**src/rtl/clk_d_monitor.sv**
```systemverilog
// rtl/clk_d_monitor.sv - divided-clock receiver: edge ticks, half-period measurement, lock/loss
//
// Purpose: brings a slow divided square wave into the clk domain, emits one-cycle
// rise/fall enables, measures each half-period in clk cycles and tracks lock
// against an expected half-period with a +/- tolerance window.
//
// Ports:
//   clk           in   system clock (only clock)
//   rst           in   synchronous active-high reset
//   clk_d_in      in   divided square wave, asynchronous to clk
//   rise_tick     out  one-cycle pulse per synchronized rising edge
//   fall_tick     out  one-cycle pulse per synchronized falling edge
//   half_period   out  last measured edge-to-edge interval, held between updates
//   period_valid  out  one-cycle pulse when half_period updates
//   locked        out  high while LOCKED
//   lost          out  one-cycle pulse on every LOCKED -> MEASURE exit
module clk_d_monitor #(
  parameter int SYNC_STAGES = 2,
  parameter int CNT_WIDTH   = 20,
  parameter int EXPECT_HALF = 5000,
  parameter int TOL         = 16,
  parameter int LOCK_COUNT  = 4
) (
  input  logic                 clk,
  input  logic                 rst,
  input  logic                 clk_d_in,
  output logic                 rise_tick,
  output logic                 fall_tick,
  output logic [CNT_WIDTH-1:0] half_period,
  output logic                 period_valid,
  output logic                 locked,
  output logic                 lost
);

  localparam int GOOD_W = $clog2(LOCK_COUNT + 1);
  localparam int IDLE_W = $clog2(SYNC_STAGES + 1);

  localparam logic [CNT_WIDTH-1:0] CNT_MAX     = '1;
  localparam logic [CNT_WIDTH-1:0] CNT_ONE     = CNT_WIDTH'(1);
  localparam logic [CNT_WIDTH-1:0] WIN_LO      = CNT_WIDTH'(EXPECT_HALF - TOL);
  localparam logic [CNT_WIDTH-1:0] WIN_HI      = CNT_WIDTH'(EXPECT_HALF + TOL);
  localparam logic [GOOD_W-1:0]    GOOD_ONE    = GOOD_W'(1);
  localparam logic [GOOD_W-1:0]    GOOD_LOCK   = GOOD_W'(LOCK_COUNT);
  localparam logic [IDLE_W-1:0]    IDLE_ONE    = IDLE_W'(1);
  localparam logic [IDLE_W-1:0]    IDLE_LAST   = IDLE_W'(SYNC_STAGES);

  typedef enum logic [1:0] {IDLE, ARMED, MEASURE, LOCKED} state_t;

  state_t                 state;
  logic [SYNC_STAGES-1:0] sync;
  logic                   prev;
  logic [CNT_WIDTH-1:0]   cnt;
  logic [GOOD_W-1:0]      good;
  logic [IDLE_W-1:0]      idle_cnt;

  logic                   sync_out;
  logic                   wave_edge;
  logic [CNT_WIDTH-1:0]   interval;
  logic                   interval_good;
  logic [GOOD_W-1:0]      good_inc;

  assign sync_out  = sync[SYNC_STAGES-1];
  // Edges are ignored in IDLE so the sync chain filling after reset never ticks.
  assign wave_edge = (sync_out != prev) && (state != IDLE);

  // cnt+1 saturated: cycles elapsed since the previous edge, also the next cnt value.
  assign interval      = (cnt == CNT_MAX) ? CNT_MAX : cnt + CNT_ONE;
  // A saturated interval can hide any real length, so it never counts as good.
  assign interval_good = (interval != CNT_MAX) && (interval >= WIN_LO) && (interval <= WIN_HI);
  assign good_inc      = good + GOOD_ONE;

  always_ff @(posedge clk) begin
    if (rst) begin
      state        <= IDLE;
      sync         <= '0;
      prev         <= 1'b0;
      cnt          <= '0;
      good         <= '0;
      idle_cnt     <= '0;
      rise_tick    <= 1'b0;
      fall_tick    <= 1'b0;
      half_period  <= '0;
      period_valid <= 1'b0;
      locked       <= 1'b0;
      lost         <= 1'b0;
    end else begin
      sync         <= {sync[SYNC_STAGES-2:0], clk_d_in};
      prev         <= sync_out;
      rise_tick    <= wave_edge && sync_out;
      fall_tick    <= wave_edge && !sync_out;
      period_valid <= 1'b0;
      lost         <= 1'b0;
      cnt          <= wave_edge ? '0 : interval;

      case (state)
        IDLE: begin
          if (idle_cnt == IDLE_LAST) state <= ARMED;
          else idle_cnt <= idle_cnt + IDLE_ONE;
        end
        ARMED: begin
          // First edge only starts the interval count; nothing to report yet.
          if (wave_edge) state <= MEASURE;
        end
        MEASURE: begin
          if (wave_edge) begin
            half_period  <= interval;
            period_valid <= 1'b1;
            if (interval_good) begin
              if (good_inc == GOOD_LOCK) begin
                good   <= '0;
                state  <= LOCKED;
                locked <= 1'b1;
              end else begin
                good <= good_inc;
              end
            end else begin
              good <= '0;
            end
          end
        end
        LOCKED: begin
          // An edge takes priority over the timeout in the same cycle.
          if (wave_edge) begin
            half_period  <= interval;
            period_valid <= 1'b1;
            if (!interval_good) begin
              state  <= MEASURE;
              locked <= 1'b0;
              lost   <= 1'b1;
              good   <= '0;
            end
          end else if (cnt == WIN_HI) begin
            state  <= MEASURE;
            locked <= 1'b0;
            lost   <= 1'b1;
            good   <= '0;
          end
        end
        default: state <= IDLE;
      endcase
    end
  end

endmodule

```
**config.mk**
```make
export PLATFORM = sky130hd
export DESIGN_NAME = clk_d_monitor
export DESIGN_NICKNAME = d
export VERILOG_FILES = /design/src/rtl/clk_d_monitor.sv
export SDC_FILE = /design/constraint.sdc
export NUM_CORES = 1
export LEC_CHECK = 0
export BUFFER_PORTS_ARGS = -buffer_cell sky130_fd_sc_hd__buf_2
export CAP_MARGIN = 20
export CORE_ASPECT_RATIO = 0.6
export CORE_MARGIN = 5
export CORE_UTILIZATION = 39
export DETAILED_ROUTE_END_ITERATION = 12
export GPL_TIMING_DRIVEN = 0
export HOLD_SLACK_MARGIN = 0.12
export PLACE_DENSITY = 0.6
export SKIP_LAST_GASP = 1
export SLEW_MARGIN = 20
export SYNTH_ARGS = -nofsm -noshare
export SYNTH_HDL_FRONTEND = slang
export SYNTH_SLANG_ARGS = --single-unit
```
**constraint.sdc**
```tcl
create_clock -name clk -period 3.61 [get_ports clk]
set_input_delay 0.722 -clock clk [delete_from_list [all_inputs] [get_ports clk]]
set_output_delay 0.722 -clock clk [all_outputs]
set_load 0.02 [all_outputs]
```
# Word level (Yosys, flattened, before mapping)
# Cells that the tools add are included.
# word_totals
regBits	55
in_bits	3
# classes
mux	28
addsub	3
reduce_logical	18
n_lt_le_gt_ge	2
eq_ne	16
bitwise_logic	3
# op_table
operator	count
adder 20 x 1 -> 20 bit (second input constant)	1
equality test 20 x 13 -> 1 bit (second input constant)	1
equality test 20 bit (second input constant)	1
greater-or-equal comparator 20 x 13 -> 1 bit (second input constant)	1
<= comparator 20 x 13 -> 1 bit (second input constant)	1
2-to-1 mux 20 bit	1
!= test 20 bit (second input constant)	1
2-to-1 mux 3 bit	6
2-to-1 mux 2 bit	8
2-to-1 mux 1 bit	10
!= test 2 bit (second input constant)	5
case mux 2 bit (4 select lines)	1
OR reduction 2 bit	4
AND reduction 7 bit	1
equality test 2 bit (second input constant)	3
!= test 3 bit (second input constant)	2
case mux 3 bit (2 select lines)	1
AND reduction 6 bit	1
logical AND 1 bit	5
AND reduction 2 bit	2
AND reduction 4 bit	1
nonzero test 2 bit	2
adder 3 x 1 -> 3 bit (second input constant)	1
equality test 3 bit (second input constant)	1
other kinds (7)	9

# Depth between registers and ports, before layout
# Gate-level depths: netlist (run 1).
# depth
ltp_word	8
ltp_mapped	10
mapped_depth_nobuf	8

# Worst setup path after synthesis (run 1)
# OpenSTA, ideal clock, no wires.
# synth_path
path_type	register to register
from	reg cnt[1]
to	reg lost
required_ns	3.495
synth_period_minus_slack_ns	2.317
arrival_ns	2.202
path_stages_with_launch	11
slack_ns	1.293
path_cell_list	dfxtp_1 > ha_1 > buf_2 > nand4_1 > buf_2 > nor4_1 > mux2i_1 > nand3_1 > nor4b_1 > a31oi_1 > and2_1
# synth_via
elab_chain_cells	7
elab_cells_between_ends	12
cone_classes	1 x add/sub; 2 x order compare; 3 x eq/ne; 4 x mux; 2 x reduce/logical
# synth_lines
item	line_no	rtl
start, declared	52	logic [CNT_WIDTH-1:0] cnt;
start signal, assigned	93	cnt <= wave_edge ? '0 : interval;
adder 20 x 1 -> 20 bit / equality test 20 bit (equally long branches)	67	assign interval = (cnt == CNT_MAX) ? CNT_MAX : cnt + CNT_ONE;
2-to-1 mux 20 bit	67	
greater-or-equal comparator 20 x 13 -> 1 bit / != test 20 bit (equally long branches)	69	assign interval_good = (interval != CNT_MAX) && (interval >= WIN_LO) && (interval <= WIN_HI);
logical AND 1 bit (2 in a row)	69	
2-to-1 mux 1 bit	126	if (!interval_good) begin
2-to-1 mux 1 bit (*)	123	if (wave_edge) begin
end signal, assigned	85	lost <= 1'b0;
end signal, assigned	129	lost <= 1'b1;
end signal, assigned	135	lost <= 1'b1;
end, declared	32	output logic lost
# Every way passes the cells marked *; elsewhere a longest branch is shown, timed or not.
# A chain may end at the register's enable or synchronous reset.

# Final worst setup path (run 1)
# Same ends and word-level chain as after synthesis.

==> results of run 1 <==
[worst max path at each step]
stage                                  to  cells past startpoint  slack (ps)              start
after floorplan           lost$_SDFF_PP0_                     10        1290  cnt[1]$_SDFF_PP0_
after global placement    lost$_SDFF_PP0_                     10         750  cnt[1]$_SDFF_PP0_
after detailed placement  lost$_SDFF_PP0_                     10         720  cnt[1]$_SDFF_PP0_
after CTS                 lost$_SDFF_PP0_                     10         700  cnt[1]$_SDFF_PP0_
after global routing      lost$_SDFF_PP0_                     10         480  cnt[1]$_SDFF_PP0_
final                     lost$_SDFF_PP0_                     10         650  cnt[1]$_SDFF_PP0_
[power by group through the flow]
stage / clock network, mW / registers (mW) / logic, mW
4_1_cts: 0.504 / 0.639 / 0.132
3_5_place_dp: 0 / 0.654 / 0.131
5_1_grt: 0.533 / 0.641 / 0.155
6_report: 0.495 / 0.640 / 0.132
3_3_place_gp: 0 / 0.653 / 0.130
2_1_floorplan: 0 / 0.651 / 0.0993
[area by class of cell]
class	count	area, um2	share of cell area [%]
Multi-Input combinational cell	248	1600	48.4
Sequential cell	55	1100	33.2
Buffer	29	165	4.99
Timing Repair Buffer	26	130	3.93
Tap cell	104	130	3.93
Clock buffer	6	129	3.89
Inverter	10	37.5	1.13
Clock inverter	2	16.3	0.491
[critical path: stages, from the launching register on]
cell and delay, ps:
dfxtp_1 520, ha_1 200, buf_2 200, nand4_1 200
buf_2 270, nor4_1 270, mux2i_1 440, nand3_1 120
nor4b_1 290, a31oi_1 160, and2_1 170
[sequential cells by signal, summed over array words and instances, names as in the netlist]
name	flops
locked	1
good	3
fall_tick	1
state	2
half_period	20
period_valid	1
sync	2
cnt	20
prev	1
rise_tick	1
lost	1
idle_cnt	2
[through the flow]
step	utilization [%]	total power [mW]	setup slack (ps)	hold slack (ps)
after global routing	45.6	1.33	481	466
after detailed placement	43.6	0.784	716	426
after CTS	45.6	1.27	703	443
after global placement	43.6	0.783	746	425
final	45.6	1.27	650	439
after floorplan	-	0.750	1290	414
[metal layers]
layer  vias to the layer above  part of all wire (%)
met3                         8                   8.2
met5                         -                     0
li1                       1299                     -
met1                      1212                    56
met2                       120                    34
met4                         0                  0.90
[synth_stat cells (3+ instances only)]
master / number
nor4b_1: 4
nor3b_1: 3
dfxtp_1: 55
a31oi_1: 3
o22ai_1: 3
buf_4: 4
clkbuf_1: 16
and2_1: 6
xnor2_1: 10
nand3_1: 8
a311oi_1: 6
nand2_1: 15
inv_1: 10
o32ai_1: 3
o21ai_0: 5
and4_1: 5
nor3_1: 10
a21oi_1: 19
nand4_1: 8
and3_1: 5
buf_2: 5
xor2_1: 9
nor4_1: 11
a211oi_1: 13
ha_1: 5
nor2b_1: 5
nor2_1: 54
[logic make-up after synthesis]
family	share of synthesized area, %
multiplexers	0.689
buffers and inverters	6.97
flip-flops	37.9
AND/OR/NAND/NOR	30.3
adder cells (fa/ha/maj)	2.15
AO/OA/AOI/OAI	16.3
XOR/XNOR	5.73
==> metrics, run 1 <==
Hold Path End sync[1]$_SDFF_PP0_; # fillers 738; GP Congestion 0.959; # DRC 0; router iterations before antenna repair 5; CTS Buffer Depth 2; Crit Path Class reg2reg; Root Buffer clkbuf_16; synthesized area 2910 um2; clock transition at the registers of the reported paths 70 ps; Synth Flop Type dfxtp_1; initial antenna violation count 0; RSZ-0062 raised after global routing false; area leader, netlist dfxtp_1; critical path arrival 3150 ps; setup_tns 0 ps; final instance area 3310 um2; Die H 76.9 um; Total Routed Length 7.69 mm; post-route insts no fill 480; Sink Count 55; Std-Cell Rows 24; pin count of the biggest net entering global routing 18; met2 usage 20.6%; Logic pwr share 10.4%; share of the synthesized area in the top cell type 37.9%; Pwr Density 382 nW/um2; Resize count post-CTS 0; GRT Overall Usage 17.3%; placed insts 472; crit path max fanout 10; gr ovfl total 0; Die X 121 um; layout cells sized above 1 17.0%; Flop pwr share 50.5%; post-DP HPWL 5.80 mm; met1 Use GR 29.6%; fin crit period 2960 ps; switching share of power 26.2%; worst hold stages 1; Post-synth EDFFs 0; Syn Inst Count 342; top area cells in the synthesized netlist dfxtp_1, nor2_1, a211oi_1, a21oi_1, xnor2_1; FF-to-FF setup slack 650 ps; wire per inst 16.0 um; worst hold path class reg2reg; first-pass GRT wire length 12.9 mm; Initial Utilization 40.0%; cts bufs inserted 5; most frequent cells in the layout dfxtp_1, nor2_1, buf_2; vias in the first global route 2,389; post-CTS setup buffers 0; Cell Area, Placed 3170 um2; net switching power 0.332 mW; Max Cap Viol 0; NumNets Final 383; Worst Skew 6.54 ps; most used routing layer met1; core area 7270 um2; Clock power frac 39.1%; critical path startpoint category register; most common cell after layout, fill and taps aside dfxtp_1; Post-Syn Nets 350; via count 2,639; Die ar. 9340 um2; Max-slew headroom 45.9%; count of pins over their slew limit 0; Peak Freq 338 MHz; drt initial violations 269; Cell variety after synth 57; drt via density 5.50; Worst R2R Start cnt[1]$_SDFF_PP0_; worst path required time 3800 ps; Top Ports 28; Post-CTS Hold Fix Bufs 0; Reg2Reg Depth 10; internal power 0.934 mW; TritonCTS clock tree done; remaining antenna violation count 0; crit end category register; Setup Viol. Count Final 0; Mean Syn Cell Area 8.50 um2; reg2reg end lost$_SDFF_PP0_; hold path start sync[0]$_SDFF_PP0_; grt met3 use 4.12%; IR Drop Worst-Case VDD 160 uV; Leak 1.24 nW; Skew-Pair Late Insertion Delay 300 ps; Syn-to-layout area delta 13.9%; Seq cells post-synth 55; final-report hold violation count 0; H-tree depth 2; Ant. Diodes 0; worst-margin pin slew 805 ps; Buffers on Ports 26; register area share after synthesis 37.9%; Ys Warns 0; Async SR Flop Fraction 0%; status finished, final reports clean; fin crit share 82.0%
Note: power is estimated with default switching activity, not from simulation.
==> run 2: changes to the inputs <==
--- a/config.mk
+++ b/config.mk
@@ -13,7 +13,7 @@
 export DETAILED_ROUTE_END_ITERATION = 12
 export GPL_TIMING_DRIVEN = 0
 export HOLD_SLACK_MARGIN = 0.12
-export PLACE_DENSITY = 0.6
+export PLACE_DENSITY = 0.63
 export SKIP_LAST_GASP = 1
 export SLEW_MARGIN = 20
 export SYNTH_ARGS = -nofsm -noshare
==> constraint.sdc (replaced) <==
create_clock -name clk -period 2.4 [get_ports clk]
set_input_delay 0.48 -clock clk [delete_from_list [all_inputs] [get_ports clk]]
set_output_delay 0.48 -clock clk [all_outputs]
set_load 0.02 [all_outputs]
==> run 2 against run 1 <==
  * Combinational power increased by 63%
  * Final cell count grew 4.2%
  * Clock-buffer cell count is the same
  * Non-clock buffer count increased by 20
  * Via count up 6.9%
  * Critical path depth did not move
  * Clock skew up 2.9 ps
  * Utilization grew 4.6 points
  * Worst setup slack lost 610 ps
  * Worst hold slack got worse by 28 ps
  * Critical endpoint is now locked$_SDFFE_PP0P_
==> metrics, run 2 (synthesis gave the netlist of run 1 again) <==
Total Routed Length 8.65 mm (+13%); Max-slew headroom 57.2% (+11 points); largest registers cnt x20, half_period x20, good x3; clock transition at the registers of the reported paths 80 ps (about the same); count of pins over their slew limit 0 (unchanged); wire per inst 17.3 um (+8.1%); final-report hold violation count 0 (unchanged); TritonCTS clock tree done; RSZ-0062 raised after global routing true; layout cells sized above 1 26.3% (+9.2 points); Die H 76.9 um (unchanged); critical path arrival 2540 ps (-610 ps); GRT Overall Usage 17.9% (+0.62 points); Critical path origin cnt[1]$_SDFF_PP0_; most common cell after layout, fill and taps aside nor2_1; Root Buffer clkbuf_16; met1 Use GR 29.6% (+0.056 points); hold path start clk_d_in; drt via density 5.64 (+2.6%); gr ovfl total 0 (unchanged); fin crit period 2360 ps (-597 ps); Peak Freq 423 MHz (+25%); remaining antenna violation count 0 (unchanged); worst hold path class in2reg; IR Drop Worst-Case VDD 263 uV (+65%); critical path startpoint category register; Die X 121 um (unchanged); Syn-to-layout area delta 25.4%; # DRC 0 (unchanged); H-tree depth 2 (unchanged); Initial Utilization 40.0% (unchanged); Skew-Pair Late Insertion Delay 300 ps (about the same); initial antenna violation count 0 (unchanged); Worst R2R Start cnt[1]$_SDFF_PP0_; Buffers on Ports 26 (unchanged); CTS Buffer Depth 2 (unchanged); most frequent cells in the layout nor2_1, dfxtp_1, buf_2; Worst Skew 9.40 ps (+2.86 ps); router iterations before antenna repair 5 (unchanged); via count 2,821 (+6.9%); Leak 1.43 nW (+15%); fin crit share 98.5% (+16 points); crit end category register; Ant. Diodes 0 (unchanged); post-DP HPWL 6.00 mm (+3.4%); worst path required time 2580 ps (-1220 ps); drt initial violations 295 (+9.7%); FF-to-FF setup slack 40 ps (-610 ps); Critical Path End locked$_SDFFE_PP0P_; Sink Count 55 (unchanged); Std-Cell Rows 24 (unchanged); GP Congestion 0.927 (-3.3%); Max Cap Viol 0 (unchanged); Post-CTS Hold Fix Bufs 0 (unchanged); Die ar. 9340 um2 (unchanged); Layout Utilization 50.1% (+4.6 points); core area 7270 um2 (unchanged); Top Ports 28 (unchanged); grt met3 use 4.26% (+0.15 points); vias in the first global route 2,463 (+3.1%); NumNets Final 403 (+5.2%); setup_tns 0 ps (unchanged); most used routing layer met1; Pwr Density 559 nW/um2 (+46%); Reg2Reg Depth 10 (unchanged); pin count of the biggest net entering global routing 18 (unchanged); crit path max fanout 8 (-2); Crit Path Class reg2reg; met2 usage 22.2% (+1.6 points); cts bufs inserted 5 (unchanged); reg2reg end locked$_SDFFE_PP0P_; worst-margin pin slew 642 ps (-164 ps); status finished, final reports clean; Setup Viol. Count Final 0 (unchanged); first-pass GRT wire length 13.2 mm (+2.5%)
## run 2: changes by cell type in the layout (fill, tap and decap cells not counted), sizes merged
cell	change
bufinv	+1
buf	+20
clkinvlp	-1
## run 2: power by group
group	switching (mW)	leakage, nW	internal (mW)
registers	0.0222	0.446	0.943
logic	0.136	0.902	0.0781
clock network	0.358	0.0815	0.498
total	0.516	1.43	1.52
## run 2: how the worst min path moves through the flow
stage	end	cells after the start	slack, ps
3_5_place_dp	sync[1]$_SDFF_PP0_	1	430
2_1_floorplan	sync[1]$_SDFF_PP0_	1	410
3_3_place_gp	sync[1]$_SDFF_PP0_	1	420
6_report	sync[0]$_SDFF_PP0_	2	410
5_1_grt	sync[0]$_SDFF_PP0_	2	430
4_1_cts	sync[0]$_SDFF_PP0_	2	410
## run 2: timing repair
action,in CTS,in global routing
cloned,0,1
buffers inserted,5,14
gates resized for setup,9,26
endpoints found under the hold margin,0,0
endpoints found under the setup margin,25,13
pin swaps,1,5
## run 2: critical path: stages, from the launching register on
cell     delay, ps
dfxtp_4        410
ha_4           140
buf_6          100
nand4_1        180
buf_4          220
or4_4          480
buf_6          160
nand2_1        140
nor4_2          70
a31oi_1        240
o22ai_1        100
## run 2: metrics by stage
stage	worst slack (ps)	area [um2]	cells	total power, mW	hold WS, ps
floorplan	83.4	2910	342	1.13	414
global placement	-466	3170	472	1.18	416
detailed placement	-443	3170	472	1.18	426
CTS	32.1	3410	485	2.03	410
global route	-74.3	3640	500	2.10	435
finish	37.1	3640	500	2.04	411
## run 2: final cells by class
class,count,area (um2)
Buffer,29,185
Clock buffer,6,129
Clock inverter,2,38.8
Fill cell,718,3620
Inverter,10,37.5
Multi-Input combinational cell,248,1740
Sequential cell,55,1110
Tap cell,104,130
Timing Repair Buffer,46,278
## run 2: metal layers
metal | up-vias | wire length [um]
li1 | 1346 | -
met1 | 1302 | 4490
met2 | 153 | 3170
met3 | 20 | 865
met4 | 0 | 126
met5 | - | 0
==> run 3: changes to the inputs <==
--- a/config.mk
+++ b/config.mk
@@ -7,7 +7,7 @@
 export LEC_CHECK = 0
 export BUFFER_PORTS_ARGS = -buffer_cell sky130_fd_sc_hd__buf_2
 export CAP_MARGIN = 20
-export CORE_ASPECT_RATIO = 0.6
+export CORE_ASPECT_RATIO = 1.5
 export CORE_MARGIN = 5
 export CORE_UTILIZATION = 39
 export DETAILED_ROUTE_END_ITERATION = 12
==> run 3 against run 2 <==
  * Largest power group unchanged
  * First-iteration DRC count fell by 52%
  * Final cell count is 3.2% lower
  * Combinational power hardly changed
  * Largest cell class unchanged
  * Worst setup slack worse by 11 ps
==> metrics, run 3 (synthesis gave the netlist of run 1 again) <==
status finished, final reports clean; Die ar. 9310 um2 (-0.23%); Max Cap Viol 0 (unchanged); cts bufs inserted 5 (unchanged); reg2reg end lost$_SDFF_PP0_; Sink Count 55 (unchanged); setup_tns 0 ps (unchanged); Pwr Density 509 nW/um2 (-8.9%); Ant. Diodes 0 (unchanged); first-pass GRT wire length 12.2 mm (-7.7%); pin count of the biggest net entering global routing 20 (+2); count of pins over their slew limit 0 (unchanged); FF-to-FF setup slack 30 ps (about the same); worst path cell trace ha_4 > buf_6 > nand4_1 > buf_4 > nor3_4 > xor2_1 > o2111ai_1 > nor4b_2 > a31oi_2 > and2_1; worst-margin pin slew 582 ps (-59.2 ps); vias in the first global route 2,541 (+3.2%); final-report hold violation count 0 (unchanged); Die X 80.5 um (-34%); wire per inst 15.9 um (-8.4%); via count 2,691 (-4.6%); Setup Viol. Count Final 0 (unchanged); critical path arrival 2600 ps (+60 ps); drt initial violations 142 (-52%); Hold Path End sync[0]$_SDFF_PP0_; most frequent cells in the layout nor2_1, dfxtp_1, buf_2; # DRC 0 (unchanged); crit path max fanout 8 (unchanged); most common cell after layout, fill and taps aside nor2_1; GRT Overall Usage 16.6% (-1.3 points); pre-CTS WS -468 ps (-25.1 ps); Skew-Pair Late Insertion Delay 320 ps (+20 ps); GP Congestion 0.902 (-2.7%); Top Ports 28 (unchanged); fin crit share 98.9% (+0.46 points); fin crit period 2370 ps (+11.0 ps); initial antenna violation count 0 (unchanged); Crit Path Class reg2reg; Syn-to-layout area delta 17.4%; TritonCTS clock tree done; Crit-path slowest cell dfxtp_4; IR Drop Worst-Case VDD 280 uV (+6.5%); Critical path origin cnt[1]$_SDFF_PP0_; crit end category register; Post-CTS Hold Fix Bufs 0 (unchanged); worst hold path class in2reg; remaining antenna violation count 0 (unchanged); Std-Cell Rows 38 (+58%); CTS Buffer Depth 2 (unchanged); router iterations before antenna repair 4 (-1); gr ovfl total 0 (unchanged); Buffers on Ports 26 (unchanged); slowest stage delay, CP 390 ps (-90 ps); Die H 116 um (+51%); worst path required time 2620 ps (+40 ps); Reg2Reg Depth 10 (unchanged); H-tree depth 2 (unchanged); drt via density 5.56 (-1.5%); Peak Freq 421 MHz (-0.46%); core area 7270 um2 (+0.10%); Root Buffer clkbuf_8; RSZ-0062 raised after global routing true; post-DP HPWL 5.74 mm (-4.4%); Initial Utilization 40.0% (-0.041 points); clock transition at the registers of the reported paths 110 ps (+30 ps); final worst setup slack 26.1 ps (-11.0 ps); layout cells sized above 1 21.9% (-4.4 points); critical path startpoint category register; Worst Skew 9.42 ps (+0.0137 ps); hold path start clk_d_in; Worst R2R Start cnt[1]$_SDFF_PP0_; largest registers cnt x20, half_period x20, good x3; NumNets Final 391 (-3.0%); Total Routed Length 7.67 mm (-11%); worst hold stages 2 (unchanged); Max-slew headroom 61.2% (+3.9 points); Leak 1.31 nW (-8.2%)
## run 3: power breakdown
| group | total [mW] | leakage (nW) | switching (mW) | internal [mW] |
|---|---|---|---|---|
| clock | 0.556 | 0.0463 | 0.341 | 0.215 |
| combinational | 0.218 | 0.820 | 0.132 | 0.0861 |
| sequential | 0.962 | 0.446 | 0.0194 | 0.943 |
## run 3: timing repair
action,CTS,global route
buffers inserted,2,6
endpoints found under the setup margin,22,10
gates resized for setup,8,13
pin swaps,0,11
## run 3: final cells by class
cell class	count	area, um2
Multi-Input combinational cell	248	1680
Fill cell	735	3860
Clock buffer	5	68.8
Tap cell	100	125
Inverter	10	37.5
Buffer	29	178
Sequential cell	55	1110
Timing Repair Buffer	34	190
Clock inverter	3	27.5
## run 3: worst max-delay path, delay by kind of cell, from the launching register on
family / cells / cell delay (ps)
flip-flops: 1 / 390
buffers and inverters: 2 / 310
AND/OR/NAND/NOR: 4 / 900
XOR/XNOR: 1 / 220
adder cells (fa/ha/maj): 1 / 130
AO/OA/AOI/OAI: 2 / 310
## run 3: through the flow
step / hold slack [ps] / util, % / total power, mW / cells / cell area (um2)
after CTS: 382 / 45.5 / 1.73 / 478 / 3310
final: 377 / 46.9 / 1.74 / 484 / 3410
after detailed placement: 437 / 43.5 / 1.18 / 468 / 3160
after global placement: 430 / 43.5 / 1.17 / 468 / 3160
after global routing: 401 / 46.9 / 1.81 / 484 / 3410
after floorplan: 414 / - / 1.13 / 342 / 2910
## run 3: per-layer routing
layer / up-vias / part of all wire, % / GRT usage, %
li1: 1313 / - / -
met2: 73 / 53 / 32.2
met5: - / 0 / 0
met1: 1287 / 40 / 18.5
met3: 18 / 4.4 / 2.33
met4: 0 / 2.2 / 4.06
## run 3: worst max path at each step
stage / to
floorplan: lost$_SDFF_PP0_
global placement: lost$_SDFF_PP0_
detailed placement: lost$_SDFF_PP0_
CTS: lost$_SDFF_PP0_
global route: locked$_SDFFE_PP0P_
finish: lost$_SDFF_PP0_
